### config.mk
export PLATFORM = sky130hd
export DESIGN_NAME = da2_sample_sched
export DESIGN_NICKNAME = d
export VERILOG_FILES = /design/src/rtl/da2_sample_sched.sv
export SDC_FILE = /design/constraint.sdc
export NUM_CORES = 1
export LEC_CHECK = 0
export CAP_MARGIN = 20
export CELL_PAD_IN_SITES_DETAIL_PLACEMENT = 0
export CELL_PAD_IN_SITES_GLOBAL_PLACEMENT = 2
export CORE_MARGIN = 5
export CORE_UTILIZATION = 33
export CTS_CLUSTER_SIZE = 20
export DETAILED_ROUTE_END_ITERATION = 8
export HOLD_SLACK_MARGIN = 0.08
export PLACE_DENSITY_LB_ADDON = 0.1
export SYNTH_ARGS = -nofsm -noshare
export SYNTH_HDL_FRONTEND = slang
export SYNTH_SLANG_ARGS = --single-unit
export TNS_END_PERCENT = 20
### constraint.sdc
create_clock -name clk -period 2.65 [get_ports clk]
set_clock_uncertainty 0.1 [all_clocks]
set_input_delay 0.265 -clock clk [delete_from_list [all_inputs] [get_ports clk]]
set_output_delay 0.265 -clock clk [all_outputs]
set_load 0.01 [all_outputs]
### src/rtl/da2_sample_sched.sv
// Purpose: paces two filter channels onto a dual 12-bit DAC, one update strobe per sample period.
// Latency: a held sample reaches value0/value1 at the next tick's LOAD; update follows LOAD by one cycle.
// Backpressure: each channel has a one-deep holding register; sx_ready drops while a code is pending.
module da2_sample_sched #(
  parameter int SAMPLE_DIV  = 2500,
  parameter int XFER_CYCLES = 450
) (
  input  logic        clk,
  input  logic        rst,
  input  logic        en,
  input  logic [15:0] s0_data,
  input  logic        s0_valid,
  output logic        s0_ready,
  input  logic [15:0] s1_data,
  input  logic        s1_valid,
  output logic        s1_ready,
  output logic [11:0] value0,
  output logic [11:0] value1,
  output logic        update,
  output logic [1:0]  underrun,
  output logic        overrun,
  input  logic        clear_flags
);

  localparam int TW = $clog2(SAMPLE_DIV + 1);
  localparam int BW = $clog2(XFER_CYCLES + 1);
  localparam logic [TW-1:0] TICK_LAST = TW'(SAMPLE_DIV - 1);
  localparam logic [BW-1:0] BUSY_LOAD = BW'(XFER_CYCLES - 1);

  localparam logic [1:0] ST_IDLE = 2'd0;
  localparam logic [1:0] ST_LOAD = 2'd1;
  localparam logic [1:0] ST_BUSY = 2'd2;

  logic [1:0]    state;
  logic [TW-1:0] tick_cnt;
  logic [BW-1:0] busy_cnt;
  logic          tick;
  logic          in_load;
  logic          pend0, pend1;
  logic [11:0]   hold0, hold1;

  // The three sub-LSB bits carry no information once rounded on bit 3.
  logic unused_lsbs;
  assign unused_lsbs = ^{s0_data[2:0], s1_data[2:0]};

  // Q1.15 -> 12-bit offset binary: round half up on bit 3, clamp the single
  // positive overflow case (0x7FF + 1), then flip the sign bit.
  function automatic logic [11:0] to_code(input logic [12:0] d);
    logic [12:0] r;
    logic [11:0] s;
    r = {d[12], d[12:1]} + {12'd0, d[0]};
    if (!r[12] && r[11]) s = 12'h7FF;
    else                 s = r[11:0];
    return {~s[11], s[10:0]};
  endfunction

  assign tick     = en & (tick_cnt == TICK_LAST);
  assign in_load  = (state == ST_LOAD);
  assign s0_ready = ~pend0;
  assign s1_ready = ~pend1;

  // Sample-period counter; parked at zero while disabled.
  always_ff @(posedge clk or posedge rst) begin
    if (rst)                    tick_cnt <= '0;
    else if (!en)               tick_cnt <= '0;
    else if (tick_cnt == TICK_LAST) tick_cnt <= '0;
    else                        tick_cnt <= tick_cnt + TW'(1);
  end

  // Channel 0 holding register; a pending code can't be accepted and consumed in one cycle.
  always_ff @(posedge clk or posedge rst) begin
    if (rst) begin
      pend0 <= 1'b0;
      hold0 <= 12'h800;
    end else if (s0_valid && !pend0) begin
      pend0 <= 1'b1;
      hold0 <= to_code(s0_data[15:3]);
    end else if (in_load) begin
      pend0 <= 1'b0;
    end
  end

  // Channel 1 holding register, same scheme as channel 0.
  always_ff @(posedge clk or posedge rst) begin
    if (rst) begin
      pend1 <= 1'b0;
      hold1 <= 12'h800;
    end else if (s1_valid && !pend1) begin
      pend1 <= 1'b1;
      hold1 <= to_code(s1_data[15:3]);
    end else if (in_load) begin
      pend1 <= 1'b0;
    end
  end

  // IDLE -> LOAD on tick, LOAD -> BUSY for XFER_CYCLES cycles, back to IDLE.
  always_ff @(posedge clk or posedge rst) begin
    if (rst) begin
      state    <= ST_IDLE;
      busy_cnt <= '0;
    end else begin
      case (state)
        ST_IDLE: if (tick) state <= ST_LOAD;
        ST_LOAD: begin
          state    <= ST_BUSY;
          busy_cnt <= BUSY_LOAD;
        end
        ST_BUSY: begin
          if (busy_cnt == '0) state <= ST_IDLE;
          else                busy_cnt <= busy_cnt - BW'(1);
        end
        default: state <= ST_IDLE;
      endcase
    end
  end

  // Output codes latch in LOAD so they are settled when update fires.
  always_ff @(posedge clk or posedge rst) begin
    if (rst) begin
      value0 <= 12'h800;
      value1 <= 12'h800;
      update <= 1'b0;
    end else begin
      update <= in_load;
      if (in_load && pend0) value0 <= hold0;
      if (in_load && pend1) value1 <= hold1;
    end
  end

  // Sticky error flags; a set in the same cycle as clear_flags wins.
  always_ff @(posedge clk or posedge rst) begin
    if (rst) begin
      underrun <= 2'b00;
      overrun  <= 1'b0;
    end else begin
      if (in_load && !pend0)  underrun[0] <= 1'b1;
      else if (clear_flags)   underrun[0] <= 1'b0;
      if (in_load && !pend1)  underrun[1] <= 1'b1;
      else if (clear_flags)   underrun[1] <= 1'b0;
      if (tick && state != ST_IDLE) overrun <= 1'b1;
      else if (clear_flags)         overrun <= 1'b0;
    end
  end

endmodule

## After elaboration in Yosys (flattened, before gate mapping)

Index checks and enable logic that the tools add are counted.

| operators by class | value |
|---|---|
| $add $sub $neg | 4 |
| $mul | 0 |
| divide/modulo/power cells | 0 |
| $lt $le $gt $ge | 0 |
| equality and inequality tests | 6 |
| shift operators | 0 |
| mux-type cells | 18 |
| bitwise logic cells | 5 |
| reductions and logical operators | 24 |

Operator list:

| kind | number |
|---|---|
| $mux 12 | 6 |
| $add 12x2->13 | 2 |
| $pmux 9 s2 | 1 |
| $reduce_bool 2->1 | 7 |
| $add 12x1->12 const B | 1 |
| $eq 12x12->1 const B | 1 |
| $logic_and 1x1->1 | 9 |
| $logic_not 9->1 | 1 |
| $mux 9 | 1 |
| $sub 9x1->9 const B | 1 |
| $mux 1 | 7 |
| $ne 2x2->1 const B | 3 |
| $pmux 2 s3 | 1 |
| $logic_not 1->1 | 4 |
| $mux 2 | 2 |
| $not 1->1 | 4 |
| $reduce_and 2->1 | 2 |
| $eq 2x1->1 const B | 1 |
| $eq 2x2->1 const B | 1 |
| $logic_not 2->1 | 1 |
| $and 1x1->1 | 1 |

| word-level totals | value |
|---|---|
| register bits | 77 |
| latch bits | 0 |
| memory bits (writable) | 0 |
| ROM bits | 0 |
| bits of input ports | 38 |
| output and inout port bits | 30 |
| memories | 0 |

## Depth between registers and ports, before layout

Gate-level depths: netlist of run 1.

| logic depth | value |
|---|---|
| depth in word-level cells | 6 |
| depth in mapped cells | 7 |
| gate-level depth less buffers | 6 |

## Least setup slack after synthesis of run 1

Ideal clock, no wire load.

| timing | value |
|---|---|
| path kind | flip-flop to flip-flop |
| start | register busy_cnt[0] |
| end | register busy_cnt[6] |
| arrival | 1811 ps |
| slack | 615 ps |
| stages on the path, launching flop included | 6 |
| path buffers | 0 |
| clock period less this slack | 2035 ps |
| cell sequence | dfrtp_1 -> inv_1 -> ha_1 -> or3b_2 -> or3_2 -> a211o_1 |

| between the ends | value |
|---|---|
| word-level cells in the longest chain between the ends | 3 |
| elaborated cells between the ends (all ways) | 6 |

Ends and longest elaborated chain:

| element | RTL line | source |
|---|---|---|
| start, declared | 36 | `logic [BW-1:0] busy_cnt;` |
| start signal, assigned | 110 | `else busy_cnt <= busy_cnt - BW'(1);` |
| $sub 9x1->9 or $logic_not 9->1 (tied branches) | 110, 109 |  |
| $mux 9 or $ne 2x2->1 (tied branches) | - |  |
| $pmux 9 s2 or $reduce_and 2->1 (tied branches) | - |  |

Parallel ways exist; a longest one is shown, timed or not. The select of a mux whose other input is x is not followed.
A chain may end at the register's enable or synchronous reset.

## Worst setup path in the final report of run 1

| timing | value |
|---|---|
| start | input port s1_data[3] |
| end | register hold1[6] |

| between the ends | value |
|---|---|
| word-level cells in the longest chain between the ends | 5 |

Ends and longest elaborated chain:

| element | RTL line | source |
|---|---|---|
| start, declared | 14 | `input logic [15:0] s1_data,` |
| $add 12x2->13 (*) | 51 | `r = {d[12], d[12:1]} + {12'd0, d[0]};` |
| $logic_not 1->1 | 52 | `if (!r[12] && r[11]) s = 12'h7FF;` |
| $logic_and 1x1->1 | 52 |  |
| $mux 12 (*) | 52 |  |
| $mux 12 (*) | 88 | `end else if (s1_valid && !pend1) begin` |
| end signal, assigned | 90 | `hold1 <= to_code(s1_data[15:3]);` |
| end, declared | 40 | `logic [11:0] hold0, hold1;` |

Mark *: on every way between the ends. The rest lies on a longest branch, timed or not. The select of a mux whose other input is x is not followed.

==> key figures, run 1 <==
Place
  • Post-Place Setup Slack: between 0.1 and 0.15 ns
  • DP Area: between 4000 and 5000 um^2
  • Placer Congestion: 0.734
  • Final HPWL DP: 5630 um
  • Port Buf Inserts: 61

Global routing
  • Gr ovfl total: 0
  • Met3 Resource Use GR: 0.0451
  • Vias in the first global route: 2775
  • Total GRT Usage: 0.129
  • Met2 usage: 0.199
  • Initial antenna violation count: 0
  • Largest net degree at the start of global routing: 42
  • Global-route wire length before repair: 13400 um
  • M1 GR Usage: 0.169
  • GRT busiest layer: met2

Critical path
  • Crit-path leading delay family: compound AO/OA/AOI/OAI gates
  • Worst Setup Start Kind: input port
  • CP arrival: around 2.2 ns
  • Crit path cell chain: clkdlybuf4s50_1, ha_1, ha_1, nand2_1, o21ai_0, a31oi_1, a31oi_1
  • Slowest cell on crit path: a31oi_1
  • CP bufs+invs: 1
  • FF-to-FF setup slack: 0.52 ns
  • Crit end category: register
  • WS Path Type: in2reg
  • Max incr delay on CP: roughly 0.74 ns
  • Worst-path maximum fanout: 10
  • Critical Path RT: between 2 and 3 ns

Timing
  • Setup_tns: 0 ns
  • Pins over their slew limit: 0
  • Final Cycle Share: 0.808
  • Max Clock Freq: about 470 MHz
  • RSZ-0062 raised after global routing: no
  • Tmin final: between 2 and 2.5 ns
  • Tightest Pin Transition: between 0.9 and 1 ns
  • Final setup viols: 0
  • Final WS setup: a little over 0.5 ns
  • Rel. slew slack: 0.351
  • Fin. Hold Viols: 0

Logic synthesis
  • Register area share after synthesis: 0.544
  • Yosys reg bits: 77
  • Post-Synthesis Cell Area: ~3600 um^2
  • Syn_nets: between 300 and 400
  • Ys Warns: 0
  • Mapped Cells: approximately 340
  • Yosys cell types: 43
  • Syn Area/Cell: 10.6 um^2
  • Top_reg_cell synth: dfrtp_1
  • Number of synthesized flops with an enable pin: 0
  • Async S/R FF share, synth: 1.00

Outcome
  • Status: finished clean

Clock tree
  • H-Tree Depth: 3
  • Hold_buf cts: 1
  • Setup repair bufs after CTS: 0
  • Sink Count: 77
  • Clk pin slew, worst setup/hold paths: 0.07 ns
  • Inserted Clock Buffers: 9
  • Post-CTS sizing: 0
  • Root Buffer Master: clkbuf_8
  • Maximum root-to-sink buffer count: 2
  • TritonCTS clock tree: yes
  • Clk Latency, worst-skew pair: 0.35 ns

Detailed routing
  • Drt first-iter violations: 103
  • Via density: ~5
  • Routed wire length: around 7900 um
  • Post-DRT Antenna Nets: 0
  • Avg WL per Cell: approximately 14 um
  • Detailed Routing Iterations Pass 1: 4
  • Routed vias: roughly 2700
  • Drt drc: 0

Final layout
  • Nets: approximately 450
  • Fin area: about 4500 um^2
  • Utilization after layout: 0.434
  • Layout cells sized above 1: 0.129
  • ANT cells: 0
  • Layout area overhead: 27.2%

Power and ir drop
  • VDD IR max: between 0.0002 and 0.0003 V
  • Pwr Total: roughly 0.0022 W
  • LEAKAGE: 1.97 nW
  • Power Dens Cells: 491 nW/um^2

Floorplan
  • Chip width: roughly 110 um
  • Die area: 12900 um^2
  • Starting Density: 0.341
  • IO Count: 68
  • Die Y: about 110 um
  • # rows: 37
  • Core ar.: approximately 10000 um^2

Hold path
  • Worst hold path class: reg2reg

Job
  • Maxcap violations: 0
metal layers:
metal	part of all wire	wire length [um]	up-vias
met5	0	0	-
met4	0.014	109	0
met3	0.057	449	10
met2	0.46	3620	49
met1	0.47	3710	1286
li1	-	-	1309
layout make-up:
cell class	count	area [um^2]
Fill cell	1039	5900
Inverter	14	52.6
Timing Repair Buffer	67	671
Clock inverter	2	10.0
Multi-Input combinational cell	236	1530
Tap cell	136	170
Sequential cell	77	1930
Clock buffer	14	153
layout by cell type (no fill, tap or decap), types with 2 or more instances in the layout:
master,instances
mux2_2,24
o22ai_1,3
clkinv_2,2
dfstp_2,4
o21a_1,2
buf_4,4
dfrtp_1,73
and3_1,4
nor2b_1,2
xnor2_1,12
nor4_1,3
inv_1,12
nand2_1,31
nor3b_1,2
mux2i_1,6
ha_1,6
o21ai_0,7
or2_2,2
a21oi_1,22
clkbuf_1,4
inv_2,2
nor2_1,38
nand3_1,13
o31ai_1,3
or3b_1,2
a41oi_1,3
nor3_1,9
clkbuf_8,10
clkdlybuf4s50_1,61
xor2_1,11
and4_1,3
a31oi_1,6
nand4_1,6
or3_1,3
and2_1,2
worst register-to-register path: stages, from the launching register on:
cell and delay, ns:
dfrtp_1 0.41, inv_1 0.07, ha_1 0.19, or3b_2 0.47
or3_2 0.49, a211o_1 0.30
synthesized netlist by cell type, types with 4 or more instances:
cell type  number  share of area
nor3_1          9          0.013
mux2i_1         6          0.017
dfstp_2         4          0.030
o21ai_0         7         0.0099
and3_1          4         0.0070
mux2_2         24          0.076
ha_1            6          0.021
xor2_1         11          0.027
clkbuf_1        7         0.0074
xnor2_1        12          0.030
a31oi_1         6          0.011
nand3_1        13          0.018
nand4_1         6          0.011
nor2_1         38          0.040
inv_1          13          0.014
a21oi_1        22          0.031
nand2_1        31          0.033
dfrtp_1        73           0.51
through the flow:
stage,hold WS [ns],cells
2_1_floorplan,0.227,336
5_1_grt,0.410,546
6_report,0.388,546
3_5_place_dp,0.375,529
4_1_cts,0.393,546
3_3_place_gp,0.368,529
logic make-up (layout without fill, tap and decap cells):
kind of cell / Yosys count / in the layout / share of synthesized area
xor+xnor: 23 / 23 / 0.0567
buf+inv: 23 / 97 / 0.0250
flops: 77 / 77 / 0.544
simple gates: 127 / 127 / 0.175
compound gates: 50 / 50 / 0.0853
mux: 30 / 30 / 0.0930
fa+ha+maj: 6 / 6 / 0.0211
where the power goes:
| part | switching [W] | leakage [nW] | internal, W | total [W] |
|---|---|---|---|---|
| registers | 0.0000303 | 0.989 | 0.00123 | 0.00126 |
| clock network | 0.000402 | 0.0844 | 0.000365 | 0.000766 |
| logic | 0.0000951 | 0.894 | 0.0000947 | 0.000190 |
| total | 0.000527 | 1.97 | 0.00169 | 0.00222 |
registers in the layout (all words and copies together), names as in the netlist, 2 cells and up:
signal	count
hold0	12
hold1	12
tick_cnt	12
value0	12
value1	12
busy_cnt	9
state	2
underrun	2
worst paths after layout:
path | end | cells after the start | from
max in group asynchronous | hold0[11]$_DFFE_PP1P_ | 4 | rst
min in group asynchronous | busy_cnt[8]$_DFFE_PP0P_ | 3 | rst
min reg2reg | hold1[10]$_DFFE_PP0P_ | 2 | hold1[10]$_DFFE_PP0P_
max reg2reg | busy_cnt[6]$_DFFE_PP0P_ | 5 | busy_cnt[0]$_DFFE_PP0P_
max | hold1[6]$_DFFE_PP0P_ | 7 | s1_data[3]
min | hold1[10]$_DFFE_PP0P_ | 2 | hold1[10]$_DFFE_PP0P_
(Power assumes the default switching activity.)
==> inputs of run 2 (changes only) <==
==> constraint.sdc (replaced) <==
create_clock -name clk -period 2.1 [get_ports clk]
set_clock_uncertainty 0.1 [all_clocks]
set_input_delay 0.21 -clock clk [delete_from_list [all_inputs] [get_ports clk]]
set_output_delay 0.21 -clock clk [all_outputs]
set_load 0.01 [all_outputs]
==> key figures, run 2 (same netlist as run 1, synthesis figures left out) <==
Outcome
  • Status: finished clean

Clock tree
  • Root Buffer Master: clkbuf_8
  • TritonCTS clock tree: yes
  • Sink Count: 77 (unchanged)
  • Inserted Clock Buffers: 9 (unchanged)
  • Clk Latency, worst-skew pair: 0.35 ns (about the same)
  • H-Tree Depth: 3 (unchanged)
  • Setup repair bufs after CTS: 0 (unchanged)
  • Maximum root-to-sink buffer count: 2 (unchanged)
  • Clk pin slew, worst setup/hold paths: 0.08 ns (about the same)

Detailed routing
  • Post-DRT Antenna Nets: 0 (unchanged)
  • Avg WL per Cell: 14.1 um (-2.3%)
  • Drt drc: 0 (unchanged)
  • Via density: 4.83 (-0.58%)
  • Detailed Routing Iterations Pass 1: 4 (unchanged)
  • Drt first-iter violations: 91 (-12%)
  • Routed wire length: 7940 um (+0.61%)
  • Routed vias: 2716 (+2.3%)

Floorplan
  • Die area: 12900 um^2 (unchanged)
  • IO Count: 68 (unchanged)
  • # rows: 37 (unchanged)
  • Chip width: 114 um (unchanged)
  • Die Y: 114 um (unchanged)
  • Core ar.: 10400 um^2 (unchanged)
  • Starting Density: 0.341 (unchanged)

Global routing
  • Gr ovfl total: 0 (unchanged)
  • Initial antenna violation count: 0 (unchanged)
  • Global-route wire length before repair: 13900 um (+3.4%)
  • Largest net degree at the start of global routing: 78 (+86%)
  • Total GRT Usage: 0.133 (+0.00352)
  • Vias in the first global route: 2912 (+4.9%)

Critical path
  • FF-to-FF setup slack: 0.09 ns (-0.43 ns)
  • Crit end category: register
  • RR Endpoint: busy_cnt[6]$_DFFE_PP0P_
  • Critical Path RT: 2.23 ns (-0.50 ns)
  • Worst-path maximum fanout: 4 (-6)
  • Reg2reg path depth: 5 (unchanged)
  • CP arrival: 2.14 ns (-0.08 ns)
  • WS Path Type: reg2reg
  • CP Launch Point: busy_cnt[0]$_DFFE_PP0P_
  • Critical R2R Launch: busy_cnt[0]$_DFFE_PP0P_
  • Worst Setup Start Kind: register

Place
  • Final HPWL DP: 5750 um (+2.2%)
  • Placer Congestion: 0.772 (+5.2%)
  • Dpl cells: 546 (+3.2%)
  • Port Buf Inserts: 61 (unchanged)

Power and ir drop
  • Pwr Total: 0.00294 W (+32%)
  • VDD IR max: 0.000264 V (about the same)
  • Internal power: 0.00222 W (+31%)
  • Switching share of power: 0.244 (+0.00656)
  • LEAKAGE: 2.07 nW (+5.1%)
  • Power Dens Cells: 626 nW/um^2 (+28%)
  • Sequential share of power: 0.542 (-0.027)
  • Psw: 0.000717 W (+36%)
  • Clk pwr share: 0.376 (+0.031)
  • Power share of the combinational group: 0.083 (-0.003)

Timing
  • RSZ-0062 raised after global routing: no
  • Hold slack: 0.235 ns (-0.152 ns)
  • Max Clock Freq: approximately 500 MHz
  • Tmin final: 2.01 ns
  • Tightest Pin Transition: 0.530 ns (-0.439 ns)
  • Rel. slew slack: 0.645 (+0.294)
  • Fin. Hold Viols: 0 (unchanged)
  • Pins over their slew limit: 0 (unchanged)
  • Final setup viols: 0 (unchanged)
  • Final Cycle Share: 0.959

Job
  • Maxcap violations: 0 (unchanged)

Final layout
  • Non-Filler Instances: 562 (+2.9%)
  • Most common cell after layout, fill and taps aside: dfrtp_1
  • Most frequent cells in the layout: dfrtp_1 (73), clkdlybuf4s50_1 (61), nor2_1 (38)
  • Nets: 465 (+3.6%)
  • Layout cells sized above 1: 0.176 (+0.0468)
  • Layout area overhead: 32.0%
  • ANT cells: 0 (unchanged)

Hold path
  • Worst hold path class: in2async
## run 2: power by group through the flow
stage	sequential (W)	combinational [W]	clock [W]
final	0.00159	0.000242	0.00110
after global routing	0.00160	0.000279	0.00123
after CTS	0.00159	0.000250	0.00116
after detailed placement	0.00162	0.000248	0
after global placement	0.00162	0.000247	0
after floorplan	0.00161	0.000131	0
## run 2: through the flow
stage               area, um^2  setup TNS [ns]  setup WS, ns  utilization
detailed placement        4490        -0.00489      -0.00489        0.431
global route              4690               0        0.0218        0.450
CTS                       4680               0        0.0968        0.450
finish                    4690               0        0.0859        0.450
floorplan                 3550               0        0.0646            -
global placement          4490               0        0.0295        0.431
## run 2: worst max-delay path by stage
stage	to	cells after the start
finish	busy_cnt[6]$_DFFE_PP0P_	5
detailed placement	busy_cnt[6]$_DFFE_PP0P_	5
global placement	busy_cnt[6]$_DFFE_PP0P_	5
global route	busy_cnt[6]$_DFFE_PP0P_	5
floorplan	busy_cnt[6]$_DFFE_PP0P_	5
CTS	busy_cnt[6]$_DFFE_PP0P_	5
## run 2: critical path, stage by stage (launching register included)
cell     delay [ns]
dfrtp_1        0.39
inv_1          0.06
ha_1           0.18
or3b_2         0.48
or3_4          0.40
a211o_1        0.30
## run 2: per-layer routing
layer	global-route usage	vias to the layer above	wire (um)
li1	-	1345	-
met1	0.179	1320	3850
met2	0.207	43	3690
met3	0.0350	8	305
met4	0.0457	0	87
met5	0	-	0
## run 2: layout make-up
class                           count  area, um^2
Inverter                           14        56.3
Clock buffer                        9         124
Multi-Input combinational cell    236        1540
Tap cell                          136         170
Timing Repair Buffer               83         801
Fill cell                        1031        5730
Sequential cell                    77        1930
Clock inverter                      7        66.3
## run 2: timing repair
action / CTS / global route
endpoints found under the setup margin: 2 / 1
hold buffers: 0 / 0
gates resized for setup: 1 / 1
==> inputs of run 3 (changes only) <==
--- a/config.mk
+++ b/config.mk
@@ -12,6 +12,7 @@
 export CORE_UTILIZATION = 33
 export CTS_CLUSTER_SIZE = 20
 export DETAILED_ROUTE_END_ITERATION = 8
+export GPL_ROUTABILITY_DRIVEN = 0
 export HOLD_SLACK_MARGIN = 0.08
 export PLACE_DENSITY_LB_ADDON = 0.1
 export SYNTH_ARGS = -nofsm -noshare
==> results of run 3 <==
Same layout as run 2: the final DEF is identical, and so are final timing and power.
